===== config.mk =====
export PLATFORM = sky130hd
export DESIGN_NAME = pixel_io_engine
export DESIGN_NICKNAME = d
export VERILOG_FILES = /design/src/rtl/edge_pkg.sv /design/src/rtl/pixel_io_engine.sv
export SDC_FILE = /design/constraint.sdc
export NUM_CORES = 1
export LEC_CHECK = 0
export BUFFER_PORTS_ARGS = -buffer_cell sky130_fd_sc_hd__buf_2
export CAP_MARGIN = 20
export CORE_MARGIN = 1
export CORE_UTILIZATION = 55
export CTS_CLUSTER_DIAMETER = 60
export DETAILED_ROUTE_END_ITERATION = 16
export PLACE_DENSITY = 0.85
export SKIP_LAST_GASP = 1
export SYNTH_ARGS = -nofsm -noshare
export SYNTH_HDL_FRONTEND = slang
export SYNTH_SLANG_ARGS = --single-unit

===== constraint.sdc =====
create_clock -name clk -period 9 [get_ports clk]
set_input_delay 0.9 -clock clk [delete_from_list [all_inputs] [get_ports clk]]
set_output_delay 0.9 -clock clk [all_outputs]
set_load 0.005 [all_outputs]

===== src/rtl/edge_pkg.sv =====
// Shared definitions for the pixel I/O engine: FSM state encoding and the
// default burst depths for the read and write payload buffers.
package edge_pkg;

  // Transaction phases of the engine.
  typedef enum logic [1:0] {
    IDLE  = 2'd0,
    READ  = 2'd1,
    WRITE = 2'd2,
    DONE  = 2'd3
  } io_state_t;

  // Depth of the read_data buffer (bytes per read burst).
  localparam int READ_BLOCK_MAX  = 20;
  // Depth of the write_data buffer (bytes per write burst).
  localparam int WRITE_BLOCK_MAX = 10;

endpackage : edge_pkg


===== src/rtl/pixel_io_engine.sv =====
// pixel_io_engine: runs one transaction per accepted start: a read burst of up
// to READ_MAX bytes into read_data, then a write burst of up to WRITE_MAX bytes
// from write_data, then a one-cycle io_final pulse.
//
// Memory handshake: a request (mem_read or mem_write with mem_addr/mem_wdata)
// is presented by the engine and held unchanged until a cycle in which
// mem_ready=1; that cycle is the transfer. mem_read and mem_write are never
// high together.
//
// Build option: define PIXEL_IO_ZERO_FILL_EN to clear all of read_data when a
// transaction is accepted; otherwise unread bytes keep their old values.
module pixel_io_engine
  import edge_pkg::*;
#(
  parameter int READ_MAX  = READ_BLOCK_MAX,
  parameter int WRITE_MAX = WRITE_BLOCK_MAX
) (
  input  logic                       clk,
  input  logic                       n_rst,
  input  logic                       start,
  input  logic [31:0]                read_start_address,
  input  logic [4:0]                 read_length,
  input  logic [31:0]                write_start_address,
  input  logic [4:0]                 write_length,
  input  logic [WRITE_MAX-1:0][7:0]  write_data,
  output logic [READ_MAX-1:0][7:0]   read_data,
  output logic                       io_final,
  output logic                       busy,
  output logic [31:0]                mem_addr,
  output logic [7:0]                 mem_wdata,
  output logic                       mem_read,
  output logic                       mem_write,
  input  logic [7:0]                 mem_rdata,
  input  logic                       mem_ready,
  output io_state_t                  dbg_state
);

  // Registered state.
  io_state_t                state_q, state_d;
  logic [4:0]               idx_q, idx_d;       // shared beat index for both phases
  logic [31:0]              rd_base_q, rd_base_d;
  logic [31:0]              wr_base_q, wr_base_d;
  logic [4:0]               rd_len_q, rd_len_d;
  logic [4:0]               wr_len_q, wr_len_d;
  logic [READ_MAX-1:0][7:0] read_data_q, read_data_d;

  // Requested lengths limited to the buffer depths.
  logic [4:0] rd_clamp;
  logic [4:0] wr_clamp;
  // Write byte selected by the current beat index.
  logic [7:0] wr_byte;
  // Index of the beat following the current one.
  logic [4:0] idx_inc;

  assign idx_inc = idx_q + 5'd1;

  // Clamp incoming lengths against the buffer depths.
  always_comb begin
    rd_clamp = (read_length  > 5'(READ_MAX))  ? 5'(READ_MAX)  : read_length;
    wr_clamp = (write_length > 5'(WRITE_MAX)) ? 5'(WRITE_MAX) : write_length;
  end

  // Select the live write payload byte for the current beat.
  always_comb begin
    wr_byte = 8'h00;
    for (int i = 0; i < WRITE_MAX; i++) begin
      if (idx_q == 5'(i)) wr_byte = write_data[i];
    end
  end

  // Next-state, datapath updates and memory request outputs.
  always_comb begin
    state_d     = state_q;
    idx_d       = idx_q;
    rd_base_d   = rd_base_q;
    wr_base_d   = wr_base_q;
    rd_len_d    = rd_len_q;
    wr_len_d    = wr_len_q;
    read_data_d = read_data_q;
    mem_read    = 1'b0;
    mem_write   = 1'b0;
    mem_addr    = 32'h0;
    mem_wdata   = 8'h00;

    case (state_q)
      IDLE: begin
        if (start) begin
          rd_base_d = read_start_address;
          wr_base_d = write_start_address;
          rd_len_d  = rd_clamp;
          wr_len_d  = wr_clamp;
          idx_d     = 5'd0;
`ifdef PIXEL_IO_ZERO_FILL_EN
          read_data_d = '0;
`else
          read_data_d = read_data_q;
`endif
          if (rd_clamp != 5'd0)      state_d = READ;
          else if (wr_clamp != 5'd0) state_d = WRITE;
          else                       state_d = DONE;
        end
      end

      READ: begin
        mem_read = 1'b1;
        mem_addr = rd_base_q + {27'd0, idx_q};
        if (mem_ready) begin
          for (int i = 0; i < READ_MAX; i++) begin
            if (idx_q == 5'(i)) read_data_d[i] = mem_rdata;
          end
          if (idx_inc == rd_len_q) begin
            idx_d   = 5'd0;
            state_d = (wr_len_q != 5'd0) ? WRITE : DONE;
          end else begin
            idx_d = idx_inc;
          end
        end
      end

      WRITE: begin
        mem_write = 1'b1;
        mem_addr  = wr_base_q + {27'd0, idx_q};
        mem_wdata = wr_byte;
        if (mem_ready) begin
          if (idx_inc == wr_len_q) begin
            idx_d   = 5'd0;
            state_d = DONE;
          end else begin
            idx_d = idx_inc;
          end
        end
      end

      DONE: begin
        state_d = IDLE;
      end

      default: begin
        state_d = IDLE;
      end
    endcase
  end

  // State and datapath registers with asynchronous active-low reset.
  always_ff @(posedge clk or negedge n_rst) begin
    if (!n_rst) begin
      state_q     <= IDLE;
      idx_q       <= 5'd0;
      rd_base_q   <= 32'h0;
      wr_base_q   <= 32'h0;
      rd_len_q    <= 5'd0;
      wr_len_q    <= 5'd0;
      read_data_q <= '0;
    end else begin
      state_q     <= state_d;
      idx_q       <= idx_d;
      rd_base_q   <= rd_base_d;
      wr_base_q   <= wr_base_d;
      rd_len_q    <= rd_len_d;
      wr_len_q    <= wr_len_d;
      read_data_q <= read_data_d;
    end
  end

  assign read_data = read_data_q;
  assign io_final  = (state_q == DONE);
  assign busy      = (state_q != IDLE);
  assign dbg_state = state_q;

endmodule : pixel_io_engine


==> flow_summary.ini, run 1 <==
[outcome]
status = complete, no violations

[timing]
worst_pin_slew_ns = 0.968
finalSetupViolations = 0
finalCritPeriodShare_pct = 64.0
hold_viol = 0
slew_headroom_pct = 35.2
rsz0062_at_grt = false
final_max_slew_viol_count = 0
clock_skew_ns = 0.00822
tns_ns = 0
holdWs_ns = 0.372
period_needed_ns = 5.76
fmax_mhz = 174

[layout]
finalNetCount = 1492
layout_commonest_cell = buf_2
fillers = 1499
layout-drive-gt1-share_pct = 49.2
final_cell_mix = buf_2, dfrtp_1, mux2_2
area_growth_syn_to_layout_pct = 24.6

[global_route]
grt_usage_pct = 31.4
antenna_found_initial = 6
grt-ovfl-total = 0
grt_pass1_wl_um = 52700
grt_max_degree = 93
grt_pass1_vias = 9666

[power]
power.leakage_nw = 7.40
power_mw = 3.88
power_frac_clock_pct = 26.1
p_per_area_nw_per_um2 = 268
p_sw_share_pct = 33.9
seq_power_share_pct = 38.7
power_frac_comb_pct = 35.2
ir_worst_vdd_mv = 0.190
internal-power_mw = 2.56
p_switching_mw = 1.32

[yosys]
avgSynthCellArea_um2 = 12.0
syn_area_um2 = 11600
synth_area_leader_cell = dfrtp_1
yosys.area_share.xor_xnor_pct = 2.48
yosys.area_share.adder_pct = 1.79
synth_warnings = 0
synth.area.top_cells = dfrtp_1, mux2_2, nand2_1
yosys.area_share.simple_pct = 9.61
syn_inst = 963
synth-edff-count = 0
yosys_register_bits = 241
synth.area.mux_share_pct = 24.2
synth_cell_type_count = 59
synth_seq_area_share_pct = 52.0
yosysTopAreaCellShare_pct = 52.0
synth_compound_area_share_pct = 7.49
async_reset_ff_share_pct = 100
syn_nets = 1145
synth_ff_type = dfrtp_1
synth_top_family_by_area = multiplexers

[setup_path]
r2r_slack_ns = 5.91
cp-end-kind = output port
required_ns = 8.10
worst_r2r_endpoint = read_data[61]$_DFFE_PN0P_
critPathMaxFanout = 44
regToRegStartpoint = idx_q[2]$_DFFE_PN0P_
rr_worst_depth = 4
path_class = reg2out
startpoint_type = flop
crit_arrival_ns = 4.86

[floorplanning]
core.rowCount = 52
fp.dieW_um = 147
io_pins = 372
dieArea_um2 = 21700
start_util_pct = 56.8
core-area_um2 = 20400
fp.dieH_um = 147

[route]
drt-initial-drc-count = 465
post-route-drc-count = 0
ant_nets = 0
wl_per_cell_um = 21.4
viasPerCell = 5.85
routed_wl_um = 34200
firstDrtPassIters = 5
vias = 9356

[cts]
cts_tree = built
hold_buffers = 0
cts_setup_buffers = 0
htree_levels = 1
clock_path_buffers = 3
numCtsBuffers = 25
path_clk_slew_ns = 0.06
cts_sinks = 241
clock_latency_ns = 0.53
cts-resized-gates = 0
cts_root_buf = clkbuf_16

[place]
place_congestion = 0.940
port_buffers = 371
hpwl_um = 25000

[run]
maxCapViolCount = 0

[hold_path]
holdCritPathClass = in2async
==> kinds of logic after synthesis <==
logic type               Yosys count
multiplexers                     251
AO/OA/AOI/OAI                    131
XOR/XNOR                          28
buffers and inverters             74
adder cells (fa/ha/maj)           16
flip-flops                       241
AND/OR/NAND/NOR                  222
==> flip-flops by register name (all words and copies together), names as in the netlist <==
signal / cells
wr_base_q: 32
dbg_state: 2
wr_len_q: 5
rd_len_q: 5
idx_q: 5
rd_base_q: 32
read_data: 160
==> area by class of cell <==
class | instances | area, um^2 | area share (%)
antenna | 4 | 10.0 | 0.0692
clock buffer | 35 | 693 | 4.79
clock inverter | 6 | 97.6 | 0.675
inverter | 16 | 60.1 | 0.415
multi-input combinational | 648 | 5290 | 36.6
sequential | 241 | 6030 | 41.7
tap | 270 | 338 | 2.34
timing repair buffer | 378 | 1940 | 13.4
==> worst max-delay path by stage <==
stage | start | end | slack [ns] | cells after the start
after global placement | dbg_state[0]$_DFFE_PN0P_ | mem_addr[28] | 4.04 | 15
final | dbg_state[0]$_DFFE_PN0P_ | mem_addr[20] | 3.24 | 15
after CTS | dbg_state[0]$_DFFE_PN0P_ | mem_addr[20] | 3.28 | 15
after global routing | dbg_state[0]$_DFFE_PN0P_ | mem_addr[20] | 2.78 | 15
after floorplan | dbg_state[0]$_DFFE_PN0P_ | mem_addr[30] | 3.82 | 18
after detailed placement | dbg_state[0]$_DFFE_PN0P_ | mem_addr[20] | 3.84 | 15
==> per-layer routing <==
metal  wire length (um)  vias to the layer above  track usage, %  share of wire (%)
met4               1430                        4            13.0                4.2
li1                   -                     4176               -                  -
met1              13800                     4652            39.9                 40
met5                 23                        -               0              0.067
met2              16400                      426            51.7                 48
met3               2590                       98            7.24                7.6
==> cell usage after synthesis, drive strengths merged (8+ instances only) <==
| cell type | count |
|---|---|
| nor2 | 50 |
| inv | 15 |
| xor2 | 11 |
| or3 | 13 |
| mux2 | 233 |
| and2 | 9 |
| o211ai | 12 |
| mux2i | 18 |
| dfrtp | 241 |
| a21oi | 25 |
| clkbuf | 46 |
| nand3 | 18 |
| xnor2 | 14 |
| nor4 | 8 |
| nand2 | 51 |
| buf | 12 |
| ha | 15 |
| nor2b | 8 |
| o21ai | 36 |
| nor3 | 37 |
==> per-stage QoR <==
step                worst slack, ns  instance area (um^2)  cells  util [%]
global route                   2.78                 14500   1597      70.8
global placement               4.04                 13600   1552      66.7
floorplan                      3.82                 11600    963         -
detailed placement             3.84                 13600   1552      66.7
finish                         3.24                 14500   1598      70.8
CTS                            3.28                 14400   1593      70.6
==> power groups by stage <==
stage          Combinational [mW]  Sequential, mW  Clock, mW
3_3_place_gp                 1.31            1.49          0
3_5_place_dp                 1.35            1.51          0
2_1_floorplan               0.871            1.47          0
6_report                     1.37            1.50       1.01
5_1_grt                      1.49            1.53       1.07
4_1_cts                      1.36            1.50       1.03
==> worst max-delay path, cell delays in order (launching register included) <==
cell and delay, ns:
dfrtp_1 0.42, inv_1 0.12, ha_2 0.52, buf_4 0.56
mux2_2 0.40, ha_1 0.20, inv_1 0.07, fa_1 0.17
nor2b_1 0.06, o21ai_0 0.23, a21boi_0 0.13, buf_4 0.19
o211ai_1 0.69, nor4_1 0.16, nor3_1 0.22, buf_2 0.16
No activity file was read; power rests on OpenSTA's default activity.
==> run 2: changes to the inputs <==
Settings changed: CORE_UTILIZATION 55 to 46, PLACE_DENSITY 0.85 to 0.76.
Clock period 9 ns to 4.85 ns, I/O delays scaled along.
==> run 2 against run 1 <==
The flow now finishes with violations (negative hold slack). Clock skew grew 0.0025 ns. Utilization shrank 11 points. First-iteration DRC count grew 36%. Non-clock buffer count grew 3. Die area grew 19%. Flip-flop and latch count unchanged.
==> flow_summary.ini, run 2 (synthesis gave the netlist of run 1 again) <==
[global_route]
grt-ovfl-total = 0
antenna_found_initial = 9
grt_max_degree = 102
grt_pass1_wl_um = 53900
grt_usage_pct = 27.0
grt_pass1_vias = 9495

[setup_path]
crit_arrival_ns = 4.09
regToRegStartpoint = idx_q[2]$_DFFE_PN0P_
startpoint = dbg_state[0]$_DFFE_PN0P_
path_class = reg2out
required_ns = 4.37
critPathMaxFanout = 17
cp-end-kind = output port
r2r_slack_ns = 1.82
startpoint_type = flop

[route]
firstDrtPassIters = 5
viasPerCell = 5.63
ant_nets = 0
vias = 9394
wl_per_cell_um = 21.4
routed_wl_um = 35600
drt-initial-drc-count = 631
post-route-drc-count = 0

[timing]
fmax_mhz = 219
period_needed_ns = 4.58
final_max_slew_viol_count = 0
rsz0062_at_grt = false
finalCritPeriodShare_pct = 94.4
worst_pin_slew_ns = 1.08
clock_skew_ns = 0.0107
hold_viol = 11
slew_headroom_pct = 27.8
tns_ns = 0
holdWs_ns = -0.0250
finalSetupViolations = 0

[outcome]
violations = negative hold slack
status = finished, violations left

[layout]
finalNetCount = 1497
final_cell_mix = buf_2, dfrtp_1, mux2_2
area_growth_syn_to_layout_pct = 26.7
multiInputGateArea_um2 = 5290
largest_reg_flops = 160
layout_commonest_cell = buf_2
final-seq-area_um2 = 6030
layout-drive-gt1-share_pct = 49.9
fillers = 2053
final_util_pct = 59.9

[power]
p_switching_mw = 2.49
internal-power_mw = 4.99
power.leakage_nw = 7.49
p_per_area_nw_per_um2 = 508
p_sw_share_pct = 33.3
power_frac_clock_pct = 28.9
ir_worst_vdd_mv = 0.378
power_frac_comb_pct = 33.8
seq_power_share_pct = 37.3

[cts]
cts_sinks = 241
cts-resized-gates = 0
numCtsBuffers = 27
cts_setup_buffers = 0
cts_tree = built
cts_root_buf = clkbuf_16
htree_levels = 1
path_clk_slew_ns = 0.06
hold_buffers = 0
clock_latency_ns = 0.53
clock_path_buffers = 3

[floorplanning]
core.rowCount = 57
io_pins = 372
dieArea_um2 = 25900
fp.dieH_um = 161
start_util_pct = 47.3
fp.dieW_um = 161
core-area_um2 = 24500

[place]
port_buffers = 371
place_congestion = 0.924
hpwl_um = 25900

[run]
maxCapViolCount = 0

[hold_path]
holdCritPathClass = in2async
## run 2: layout make-up
cell class | instances | share of cell area, %
antenna | 9 | 0.153
clock buffer | 36 | 5.17
clock inverter | 14 | 1.29
inverter | 16 | 0.409
multi-input combinational | 648 | 36.0
sequential | 241 | 41.0
tap | 324 | 2.76
timing repair buffer | 381 | 13.2
## run 2: metrics by stage
step	std cells	worst slack (ns)	power, mW	area [um^2]	hold slack (ns)
2_1_floorplan	963	0.0881	4.35	11600	0.189
3_3_place_gp	1610	0.928	5.23	13700	0.483
3_5_place_dp	1610	0.806	5.31	13700	0.486
4_1_cts	1660	0.227	7.50	14700	0.00463
5_1_grt	1667	0.00209	7.85	14700	0.0321
6_report	1669	0.274	7.47	14700	-0.0250
## run 2: critical path: stages (launching register included)
cell	delay, ns
dfrtp_1	0.42
inv_1	0.14
ha_2	0.40
buf_4	0.29
mux2_2	0.36
ha_1	0.32
o21ai_0	0.11
a21boi_0	0.32
o211ai_1	0.39
o41a_1	0.53
nor3_1	0.12
buf_2	0.15
## run 2: power groups by stage
| stage | combinational (mW) | sequential (mW) | clock [mW] |
|---|---|---|---|
| 2_1_floorplan | 1.62 | 2.73 | 0 |
| 3_3_place_gp | 2.43 | 2.79 | 0 |
| 3_5_place_dp | 2.50 | 2.81 | 0 |
| 4_1_cts | 2.52 | 2.78 | 2.19 |
| 5_1_grt | 2.74 | 2.84 | 2.27 |
| 6_report | 2.52 | 2.79 | 2.16 |
## run 2: per-layer routing
| metal | vias to the layer above | track usage (%) | wire length, um |
|---|---|---|---|
| li1 | 4207 | - | - |
| met1 | 4674 | 33.9 | 14700 |
| met4 | 2 | 11.4 | 1550 |
| met2 | 412 | 45.1 | 17100 |
| met5 | - | 0 | 15 |
| met3 | 99 | 5.79 | 2370 |
## run 2: worst paths after layout
path	endpoint	cells after the start
min reg2reg	read_data[148]$_DFFE_PN0P_	1
max	mem_addr[28]	11
max in group asynchronous	read_data[124]$_DFFE_PN0P_	2
min	read_data[28]$_DFFE_PN0P_	1
max reg2reg	read_data[52]$_DFFE_PN0P_	4
min in group clk	rd_base_q[29]$_DFFE_PN0P_	2
==> run 3: changes to the inputs <==
Clock period 4.85 ns to 4 ns, I/O delays scaled along.
==> run 3 against run 2 <==
The flow now finishes without violations. First-iteration DRC count is 21% lower. Routed wire length hardly changed. Register-to-register slack worse by 0.88 ns. Sequential share of layout area is 0.74 points lower. Total power is 23% higher. Largest cell class unchanged.
==> flow_summary.ini, run 3 (synthesis gave the netlist of run 1 again) <==
[power]
p_sw_share_pct = 33.7
power.leakage_nw = 7.63
power_mw = 9.18
p_switching_mw = 3.09
internal-power_mw = 6.09
seq_power_share_pct = 36.9
power_frac_comb_pct = 35.3
p_per_area_nw_per_um2 = 613
ir_worst_vdd_mv = 0.384
power_frac_clock_pct = 27.7

[setup_path]
critPathMaxFanout = 6
required_ns = 3.60
cp_slowest_cell = o41a_1
cp-end-kind = output port
path_class = reg2out
path_delay_family = compound AO/OA/AOI/OAI gates
startpoint_type = flop
cp.buffers_inverters = 3
crit_arrival_ns = 3.49
worstPathCellList = ha_4, mux2_2, ha_1, inv_1, fa_2, nor2b_2, o21ai_1, a21boi_2, o211ai_1, buf_4, o41a_1, nor3_2, buf_2
slowest_delay_ns = 0.44

[floorplanning]
io_pins = 372
start_util_pct = 47.3
core.rowCount = 57
core-area_um2 = 24500
fp.dieW_um = 161
dieArea_um2 = 25900
fp.dieH_um = 161

[layout]
final_cell_mix = buf_2, dfrtp_1, mux2_2
area_growth_syn_to_layout_pct = 29.1
layout-drive-gt1-share_pct = 51.8
layout_commonest_cell = buf_2
finalNetCount = 1520
largest_reg_flops = 160
stdcell_count = 1695
design_area_um2 = 15000

[global_route]
grt_pass1_wl_um = 54200
grt_max_degree = 123
grt_pass1_vias = 9580
grt_usage_pct = 27.1
grt-ovfl-total = 0
antenna_found_initial = 15

[timing]
slew_headroom_pct = 38.4
worst_pin_slew_ns = 0.920
clock_skew_ns = 0.0191
hold_viol = 0
fmax_mhz = 257
finalCritPeriodShare_pct = 97.2
period_needed_ns = 3.89
rsz0062_at_grt = true
finalSetupViolations = 0
tns_ns = 0
final_max_slew_viol_count = 0
timing.final.ws_setup_ns = 0.114

[cts]
path_clk_slew_ns = 0.06
htree_levels = 1
cts_root_buf = clkbuf_16
clock_latency_ns = 0.55
numCtsBuffers = 28
cts_sinks = 241
cts_tree = built
clock_path_buffers = 3

[place]
dp_cells = 1617
placed_area_um2 = 13800
dpl_worst_slack_ns = 0.158
place_congestion = 0.948
hpwl_um = 25900
port_buffers = 371

[route]
ant_nets = 0
viasPerCell = 5.54
wl_per_cell_um = 21.0
vias = 9386
drt-initial-drc-count = 501
post-route-drc-count = 0
firstDrtPassIters = 5
routed_wl_um = 35600

[hold_path]
holdCritPathClass = in2reg

[outcome]
status = complete, no violations

[run]
maxCapViolCount = 0
## run 3: cell count changes in the layout (fill, tap and decap cells not counted), moves of 3 or more
cell	previous run	this run
buf_4	10	26
clkbuf_1	4	7
nor2b_1	8	5
nor2b_2	0	3
o311ai_0	3	0
## run 3: path summary, 6_finish.rpt
path / start / endpoint / slack (ns) / cells past startpoint
setup / recovery: dbg_state[1]$_DFFE_PN0P_ / mem_addr[28] / 0.11 / 13
hold / removal: write_start_address[19] / wr_base_q[19]$_DFFE_PN0P_ / 0.08 / 2
setup reg to reg: dbg_state[1]$_DFFE_PN0P_ / read_data[93]$_DFFE_PN0P_ / 0.94 / 9
hold reg to reg: read_data[27]$_DFFE_PN0P_ / read_data[27]$_DFFE_PN0P_ / 0.50 / 1
max in group asynchronous: n_rst / dbg_state[1]$_DFFE_PN0P_ / 2.22 / 3
min in group asynchronous: n_rst / read_data[101]$_DFFE_PN0P_ / 0.51 / 2
## run 3: what timing repair did
item | in CTS | in global routing
endpoints found under the hold margin | 119 | 0
pin swaps | 3 | 2
resized for setup | 4 | 29
endpoints found under the setup margin | 26 | 14
hold buffers | 1 | 0
buffers inserted | 7 | 6
cloned | 0 | 1
## run 3: routing by layer
| layer | part of all wire (%) | vias up | GRT usage, % |
|---|---|---|---|
| met4 | 4.2 | 8 | 12.3 |
| met3 | 7.4 | 101 | 7.46 |
| met1 | 41 | 4642 | 34.1 |
| met2 | 47 | 377 | 43.6 |
| met5 | 0.14 | - | 0 |
| li1 | - | 4258 | - |
## run 3: final cells by class
class                   instances  area [um^2]
diodes                         11         27.5
clock buffers                  40          796
clock inverters                12          133
fillers                      1979         9560
inverters                      16         60.1
multi-input cells             648         5370
flip-flops and latches        241         6030
well taps                     324          405
repair buffers                403         2150
## run 3: worst register-to-register path, delay by kind of cell, from the launching register on
family,cells,cell delay (ns)
and+or+nand+nor,3,1.42
adders and majority gates,1,0.15
DFF,1,0.43
muxes,1,0.43
buffers and inverters,4,0.52
## run 3: metrics by stage
step	hold WS, ns	utilization, %
2_1_floorplan	0.104	-
3_3_place_gp	0.482	56.2
3_5_place_dp	0.488	56.2
4_1_cts	0.0626	60.3
5_1_grt	0.0710	61.0
6_report	0.0830	61.0
## run 3: power groups by stage
stage                     Combinational (mW)  Sequential [mW]  Clock [mW]
final                                   3.24             3.39        2.55
after global routing                    3.53             3.45        2.69
after CTS                               3.14             3.37        2.57
after detailed placement                3.05             3.41           0
after global placement                  2.98             3.39           0
after floorplan                         1.97             3.31           0
